--- config.mk ---
export PLATFORM = sky130hd
export DESIGN_NAME = pipeline_hazard_controller
export DESIGN_NICKNAME = d
export VERILOG_FILES = /design/src/rtl/pipeline_hazard_controller.sv
export SDC_FILE = /design/constraint.sdc
export NUM_CORES = 1
export LEC_CHECK = 0
export CORE_ASPECT_RATIO = 1.1
export CORE_MARGIN = 4
export CORE_UTILIZATION = 45
export CTS_BUF_LIST = sky130_fd_sc_hd__clkbuf_4 sky130_fd_sc_hd__clkbuf_8
export CTS_CLUSTER_SIZE = 14
export DETAILED_ROUTE_END_ITERATION = 6
export PLACE_DENSITY = 0.83
export SLEW_MARGIN = 20
export SYNTH_ARGS = -nofsm -noshare
export SYNTH_HDL_FRONTEND = slang
export SYNTH_SLANG_ARGS = --single-unit
export TNS_END_PERCENT = 100
--- constraint.sdc ---
create_clock -name clk -period 2.2 [get_ports clk]
set_input_delay 0.44 -clock clk [delete_from_list [all_inputs] [get_ports clk]]
set_output_delay 0.44 -clock clk [all_outputs]
set_load 0.01 [all_outputs]
--- src/rtl/pipeline_hazard_controller.sv ---
// pipeline_hazard_controller
//   Stall/flush sequencer for the 5-stage F/D/E/M/W pipeline. Resolves
//   load-use hazards, taken branches/jumps and multi-cycle data-memory
//   accesses. Keeps saturating stall/redirect counters and a sticky
//   memory-timeout flag.
//
// Ports:
//   clk, rst_n                  clock, synchronous active-low reset
//   Rs1D_i, Rs2D_i              source registers of the instruction in D
//   RdE_i, RegWriteE_i,
//   ResultSrcE_i                destination/write-enable/load flag in E
//   PCSrcE_i                    branch taken or jump resolved in E
//   MemAccessM_i, MemReadyM_i   memory access present in M / completes now
//   StallF_o..StallM_o          hold PC, F/D, D/E, E/M registers
//   FlushD_o, FlushE_o, FlushW_o bubble into F/D, D/E, M/W registers
//   StallCycles_o               cycles with StallF_o=1 (saturating)
//   FlushCount_o                redirects applied (saturating)
//   MemTimeout_o                sticky: a memory wait reached MAX_WAIT
module pipeline_hazard_controller #(
  parameter int CNT_WIDTH  = 32,
  parameter int MAX_WAIT   = 255,
  parameter int WAIT_WIDTH = 8
) (
  input  logic                 clk,
  input  logic                 rst_n,
  input  logic [4:0]           Rs1D_i,
  input  logic [4:0]           Rs2D_i,
  input  logic [4:0]           RdE_i,
  input  logic                 RegWriteE_i,
  input  logic                 ResultSrcE_i,
  input  logic                 PCSrcE_i,
  input  logic                 MemAccessM_i,
  input  logic                 MemReadyM_i,
  output logic                 StallF_o,
  output logic                 StallD_o,
  output logic                 StallE_o,
  output logic                 StallM_o,
  output logic                 FlushD_o,
  output logic                 FlushE_o,
  output logic                 FlushW_o,
  output logic [CNT_WIDTH-1:0] StallCycles_o,
  output logic [CNT_WIDTH-1:0] FlushCount_o,
  output logic                 MemTimeout_o
);

  typedef enum logic {RUN, MEM_WAIT} state_t;

  localparam logic [WAIT_WIDTH-1:0] WAIT_MAX = WAIT_WIDTH'(MAX_WAIT);
  localparam logic [WAIT_WIDTH-1:0] WAIT_ONE = WAIT_WIDTH'(1);
  localparam logic [CNT_WIDTH-1:0]  CNT_ONE  = CNT_WIDTH'(1);

  state_t                state, state_nxt;
  logic [WAIT_WIDTH-1:0] wait_cnt, wait_nxt;
  logic                  set_timeout;
  logic                  memwait, loaduse, redirect, redirect_act;

  assign memwait  = MemAccessM_i & ~MemReadyM_i;
  // x0 is hardwired zero, so a load targeting it never creates a dependency
  assign loaduse  = ResultSrcE_i & RegWriteE_i & (RdE_i != 5'd0) &
                    ((RdE_i == Rs1D_i) | (RdE_i == Rs2D_i));
  assign redirect = PCSrcE_i;
  // A redirect only takes effect when the pipe is not frozen by memory
  assign redirect_act = rst_n & redirect & ~memwait;

  always_comb begin
    StallF_o = 1'b0;
    StallD_o = 1'b0;
    StallE_o = 1'b0;
    StallM_o = 1'b0;
    FlushD_o = 1'b0;
    FlushE_o = 1'b0;
    FlushW_o = 1'b0;
    if (!rst_n) begin
      FlushD_o = 1'b1;
      FlushE_o = 1'b1;
      FlushW_o = 1'b1;
    end else if (memwait) begin
      StallF_o = 1'b1;
      StallD_o = 1'b1;
      StallE_o = 1'b1;
      StallM_o = 1'b1;
      FlushW_o = 1'b1;
    end else if (redirect) begin
      FlushD_o = 1'b1;
      FlushE_o = 1'b1;
    end else if (loaduse) begin
      StallF_o = 1'b1;
      StallD_o = 1'b1;
      FlushE_o = 1'b1;
    end
  end

  always_comb begin
    state_nxt   = state;
    wait_nxt    = wait_cnt;
    set_timeout = 1'b0;
    unique case (state)
      RUN: begin
        if (memwait) begin
          state_nxt = MEM_WAIT;
          wait_nxt  = WAIT_ONE;
        end
      end
      MEM_WAIT: begin
        if (memwait) begin
          if (wait_cnt == WAIT_MAX) set_timeout = 1'b1;
          else                      wait_nxt    = wait_cnt + WAIT_ONE;
        end else begin
          state_nxt = RUN;
          wait_nxt  = '0;
        end
      end
      default: begin
        state_nxt = RUN;
        wait_nxt  = '0;
      end
    endcase
  end

  always_ff @(posedge clk) begin
    if (!rst_n) begin
      state         <= RUN;
      wait_cnt      <= '0;
      StallCycles_o <= '0;
      FlushCount_o  <= '0;
      MemTimeout_o  <= 1'b0;
    end else begin
      state    <= state_nxt;
      wait_cnt <= wait_nxt;
      if (set_timeout) MemTimeout_o <= 1'b1;
      if (StallF_o && (StallCycles_o != '1))
        StallCycles_o <= StallCycles_o + CNT_ONE;
      if (redirect_act && (FlushCount_o != '1))
        FlushCount_o <= FlushCount_o + CNT_ONE;
    end
  end

endmodule

* After elaboration in Yosys (flattened, before gate mapping)
Index checks and enable logic that the tools add are counted. Widths: inputs -> output; s select.
Cells by class: multiplexer cells 20, bitwise operators 10, eq/ne operators 7, add/sub/neg operators 3, reduce and logical (&&, ||, !) cells 4
Operators with widths (count):
- $add 32x1->32 const B | 2
- $ne 32x32->1 const B | 2
- $mux 8 | 3
- $mux 1 | 16
- $pmux 8 s2 | 1
- $eq 5x5->1 | 2
- $add 8x1->8 const B | 1
- $eq 8x8->1 const B | 1
- $and 1x1->1 | 6
- $reduce_bool 5->1 | 1
- $ne 3x3->1 const B | 1
- $not 1->1 | 3
- $logic_and 1x1->1 | 2
- $ne 2x2->1 const B | 1
- $reduce_and 2->1 | 1
- $or 1x1->1 | 1
Word-level totals: word-level logic and storage cells 49, bits in registers 74, bits of input ports 22, output and inout bits 72

* Depth between registers and ports, before layout
Gate-level depths: netlist (run 1).
depth after elaboration 8, mapped depth 10, gate-level depth less buffers 7

* Worst setup path after synthesis (run 1)
Ideal clock, no wire load.
path kind register -> register, from register StallCycles_o[0], to register StallCycles_o[28], setup slack 0.117 ns, path buffers 2, setup time 0.071 ns, required time 2.129 ns, arrival time 2.012 ns, period minus slack after synthesis 2.083 ns, stages on the path, launching flop included 10, cells stage by stage dfxtp_1 > ha_1 > nand2_1 > or3_1 > buf_6 > nor4_2 > a21oi_1 > buf_6 > or3_1 > a21oi_1
Between the ends: longest elaborated chain between the ends 2
Ends and longest elaborated chain:
- from (decl) | line 41 | output logic [CNT_WIDTH-1:0] StallCycles_o,
- from (signal assigned) | line 132 | StallCycles_o <= StallCycles_o + CNT_ONE;
- parallel branches: the longest is 2 deep, another holds $add 32x1->32
Parallel ways; which one is timed is not known. A chain may end at the register's enable or synchronous reset.

* Worst setup path after layout (run 1)
from input RdE_i[4], to output FlushE_o
Between the ends: longest elaborated chain between the ends 7
Ends and longest elaborated chain:
- from (decl) | line 28 | input logic [4:0] RdE_i,
- $eq 5x5->1 / $reduce_bool 5->1 (equally long branches) | line 60, 59
- $or 1x1->1 / $and 1x1->1 (equally long branches) | line 60, 59
- $and 1x1->1 * | line 59 | assign loaduse = ResultSrcE_i & RegWriteE_i & (RdE_i != 5'd0) &
- $mux 1 * | line 86 | end else if (loaduse) begin
- $mux 1 * | line 83 | end else if (redirect) begin
- $mux 1 * | line 77 | end else if (memwait) begin
- $mux 1 * | line 73 | if (!rst_n) begin
- to (decl) | line 39 | output logic FlushE_o,
Every way passes the cells marked *; elsewhere a longest branch is shown, timed or not.

==> impl_metrics.csv, run 1 <==
group,metric,value,unit
outcome,outcome,"finished with violations",
outcome,violations,"negative setup slack",
layout,drive_gt1_share,17.40,%
global_route,grt_pass1_wl,18400,µm
global_route,overflow,0,
worst_setup_path,slowest_stage,"or4_1",
worst_setup_path,end_kind,"output pin",
synth,synth-main-ff-cell,"dfxtp_1",
clock_network,holdBufCountCts,0,
worst_setup_path,path_cells,"buf_8, or4_1, o211ai_1, buf_4, nor2b_4, a21o_1, buf_2",
floorplan,rows,35,
worst_setup_path,cp.arrival,1.82,ns
routing,avgRoutedWirePerCell,15.23,µm
clock_network,cts_root_buffer,"clkbuf_8",
worst_hold_path,hold_class,"reg -> reg",
placed_design,dp_hpwl,7988,µm
global_route,antenna_found_initial,0,
power_and_ir_drop,ir_worst_vdd,0.2334,mV
synth,synth_warnings,0,
routing,drc,0,
worst_hold_path,holdPathEnd,"MemTimeout_o$_SDFFE_PN0P_",
placed_design,dp.cells,706,
routing,ant_nets,0,
power_and_ir_drop,p_per_area,445.0,nW/µm²
synth,async_flop_share,0,%
power_and_ir_drop,total_leakage_power,2.096,nW
worst_setup_path,slowest_delay,0.52,ns
sta,slew_headroom,73.10,%
synth,synth_seq_cells,74,
synth,synth_seq_area_share,37.64,%
power_and_ir_drop,seq_power_share,54.5,%
layout,layout.cells.non_filler,726,
global_route,grt_max_degree,44,
synth,netlist.area_leader.share,37.64,%
worst_setup_path,regToRegSetupSlack,0.09,ns
synth,syn-cell-area,3936,µm²
layout,diodes,0,
job,max_cap_viol_count,0,
worst_setup_path,critical_path_required,1.76,ns
power_and_ir_drop,pwr-share-comb,10.1,%
sta,final_hold_viol_count,0,
worst_setup_path,cp_max_fo,2,
worst_setup_path,path_class,"in -> out",
layout,syn2layout_area_growth,41.89,%
sta,grt_setup_unrepaired,"true",
worst_setup_path,worst-path-buf-inv,3,
synth,netlist_instances,472,
routing,vias,4053,
worst_hold_path,hold_start,"MemTimeout_o$_SDFFE_PN0P_",
synth,avgSynthCellArea,8.340,µm²
floorplan,io_pins,94,
power_and_ir_drop,switchingPower,0.5900,mW
worst_setup_path,r2r_cells,7,
power_and_ir_drop,p_int,1.896,mW
clock_network,clockBufferDepth,2,
routing,initialDrtViolationCount,149,
global_route,grt_pass1_vias,3935,
floorplan,die_h,106.1,µm
layout,final_nets,639,
routing,wirelength,11060,µm
clock_network,cts_buffers,9,
global_route,grt_usage,21.05,%
synth,synth_top_area_cell,"dfxtp_1",
floorplan,fp.dieArea,10310,µm²
floorplan,chipWidth,97.18,µm
floorplan,core,8452,µm²
synth,ys_top_cells_by_area,"dfxtp_1, xnor2_1, mux2i_1",
sta,fin_ws,-0.05737,ns
worst_setup_path,r2r-end,"StallCycles_o[26]$_SDFFE_PN0P_",
power_and_ir_drop,swShare,23.74,%
sta,setup_violations,3,
synth,synth_edf_count,0,
worst_hold_path,hold_path_depth,2,
floorplan,start_util,46.57,%
sta,fin_skew,0.007493,ns
routing,drt-vias-per-instance,5.583,
placed_design,io_buffers,93,
worst_setup_path,worst_path_dominant_cell_family,"simple AND/OR/NAND/NOR gates",
synth,ys_types,49,
routing,dr.pass1.iters,5,
placed_design,place.gp.congestion,0.8789,
worst_setup_path,rr_startpoint,"StallCycles_o[10]$_SDFFE_PN0P_",
clock_network,h-tree-depth,3,
clock_network,clock_sinks,74,
layout,final_util,66.08,%
sta,timing.fmax,0.4430,GHz
sta,period_share,102.6,%
sta,slew_viol_final,0,
clock_network,clkLatencyLatePin,0.34,ns
worst_setup_path,critPathLaunchType,"input pin",
synth,synth_nets,497,
sta,worst_pin_slew,0.4035,ns
clock_network,cts_tree,"yes",
clock_network,clk_pin_slew,0.07,ns
sta,period_minus_slack,2.257,ns
power_and_ir_drop,clockPowerShare,35.4,%
[cells in the final DEF (no fill, tap or decap), types with 2 or more instances in the layout]
| cell type | instances |
|---|---|
| dfxtp_1 | 74 |
| clkdlybuf4s50_1 | 67 |
| buf_4 | 58 |
| nand2_1 | 51 |
| nor2_1 | 41 |
| nand3_1 | 36 |
| xnor2_1 | 27 |
| mux2i_1 | 23 |
| nand2b_1 | 20 |
| nor3_1 | 19 |
| dlygate4sd2_1 | 15 |
| and3_1 | 14 |
| and4_1 | 10 |
| nand4_1 | 10 |
| xor2_1 | 10 |
| a21oi_1 | 10 |
| or3_1 | 10 |
| nor4_1 | 10 |
| clkbuf_8 | 10 |
| o21ai_1 | 7 |
| inv_1 | 6 |
| or4_1 | 6 |
| o31ai_1 | 6 |
| buf_2 | 6 |
| o211ai_1 | 5 |
| o21ai_0 | 4 |
| nor2_2 | 3 |
| nor4_2 | 3 |
| and2_1 | 3 |
| o311ai_1 | 3 |
| o41ai_1 | 3 |
| nor3b_1 | 3 |
| ha_1 | 3 |
| nor2b_4 | 2 |
| xnor2_2 | 2 |
| nand4_2 | 2 |
| a21oi_2 | 2 |
| nor3_2 | 2 |
| dlymetal6s2s_1 | 2 |
| buf_6 | 2 |
[synth_stat cells (all sizes together) (4+ instances only)]
cell type,number
a21oi,12
and2,4
and3,14
and4,10
buf,9
clkbuf,15
dfxtp,74
inv,6
mux2i,23
nand2,51
nand2b,21
nand3,36
nand4,12
nor2,44
nor3,22
nor4,14
o211ai,5
o21ai,12
o31ai,6
or3,11
or4,6
xnor2,29
xor2,10
[sequential cells by signal (all words and copies together), names as in the netlist]
name	flops
FlushCount_o	32
StallCycles_o	32
wait_cnt	8
MemTimeout_o	1
state	1
[layer usage]
layer | wire, µm | global-route usage, % | up-vias
li1 | - | - | 1969
met1 | 4505 | 24.26 | 1931
met2 | 5745 | 38.81 | 134
met3 | 612 | 4.068 | 19
met4 | 193 | 7.021 | 0
met5 | 0 | 0 | -
[kinds of logic (layout without fill, tap and decap cells)]
| logic type | count (synthesis) | in the layout | synth area share (%) |
|---|---|---|---|
| and+or+nand+nor | 255 | 255 | 34.87 |
| AOI/OAI and AO/OA | 48 | 48 | 8.170 |
| buffers and inverters | 30 | 173 | 3.846 |
| xor gates and xnor gates | 39 | 39 | 8.677 |
| DFF | 74 | 74 | 37.64 |
| muxes | 23 | 23 | 5.849 |
| adders and majority gates | 3 | 3 | 0.9537 |
[power by group through the flow]
stage	clock (mW)	combinational (mW)	sequential, mW
final	0.880	0.250	1.36
after global routing	0.953	0.269	1.36
after CTS	0.901	0.243	1.36
after detailed placement	0	0.233	1.39
after global placement	0	0.226	1.39
after floorplan	0	0.110	1.39
[worst reg2reg max path, delay by kind of cell, from the launching register on]
| family | cells | cell delay [ns] |
|---|---|---|
| DFF | 1 | 0.35 |
| AOI/OAI and AO/OA | 2 | 0.26 |
| buffers and inverters | 1 | 0.14 |
| and+or+nand+nor | 4 | 1.31 |
[area by class of cell]
cell class | instances | area [µm²]
fillers | 671 | 2867
multi-input cells | 368 | 2394
flip-flops and latches | 74 | 1481
repair buffers | 155 | 1399
clock buffers | 11 | 145.1
well taps | 111 | 138.9
inverters | 6 | 22.52
clock inverters | 1 | 5.005
[worst max path at each step]
stage	startpoint	endpoint	slack (ns)	cells after the start
2_1_floorplan	StallCycles_o[0]$_SDFFE_PN0P_	StallCycles_o[28]$_SDFFE_PN0P_	0.12	9
3_3_place_gp	RdE_i[0]	StallF_o	-0.70	8
3_5_place_dp	RdE_i[4]	StallF_o	-0.75	8
4_1_cts	RdE_i[4]	FlushE_o	-0.03	7
5_1_grt	RdE_i[4]	FlushE_o	-0.1	7
6_report	RdE_i[4]	FlushE_o	-0.06	7
[through the flow]
step           worst slack, ns  hold WS [ns]  power [mW]  setup TNS, ns  cell area (µm²)
2_1_floorplan           0.1171        0.4630       1.498              0             3936
3_3_place_gp           -0.6998        0.4561       1.611         -16.10             5290
3_5_place_dp           -0.7497        0.4592       1.619         -18.77             5290
4_1_cts               -0.03106        0.4610       2.499       -0.04483             5535
5_1_grt               -0.09629        0.4892       2.578        -0.2210             5585
6_report              -0.05737        0.4683       2.486       -0.09193             5585
[repair_timing]
action / 4_1_cts / 5_1_grt
endpoints found under the setup margin: 34 / 32
resized for setup: 59 / 14
gates cloned: 2 / 0
setup buffers: 8 / 0
pin swaps: 24 / 9
Power figures use the tool's default switching activity.
==> run 2: changes to the inputs <==
--- a/config.mk
+++ b/config.mk
@@ -12,7 +12,6 @@
 export CTS_CLUSTER_SIZE = 14
 export DETAILED_ROUTE_END_ITERATION = 6
 export PLACE_DENSITY = 0.83
-export SLEW_MARGIN = 20
 export SYNTH_ARGS = -nofsm -noshare
 export SYNTH_HDL_FRONTEND = slang
 export SYNTH_SLANG_ARGS = --single-unit
==> results of run 2 <==
The final DEF is identical to that of run 1; final timing and power are the same.
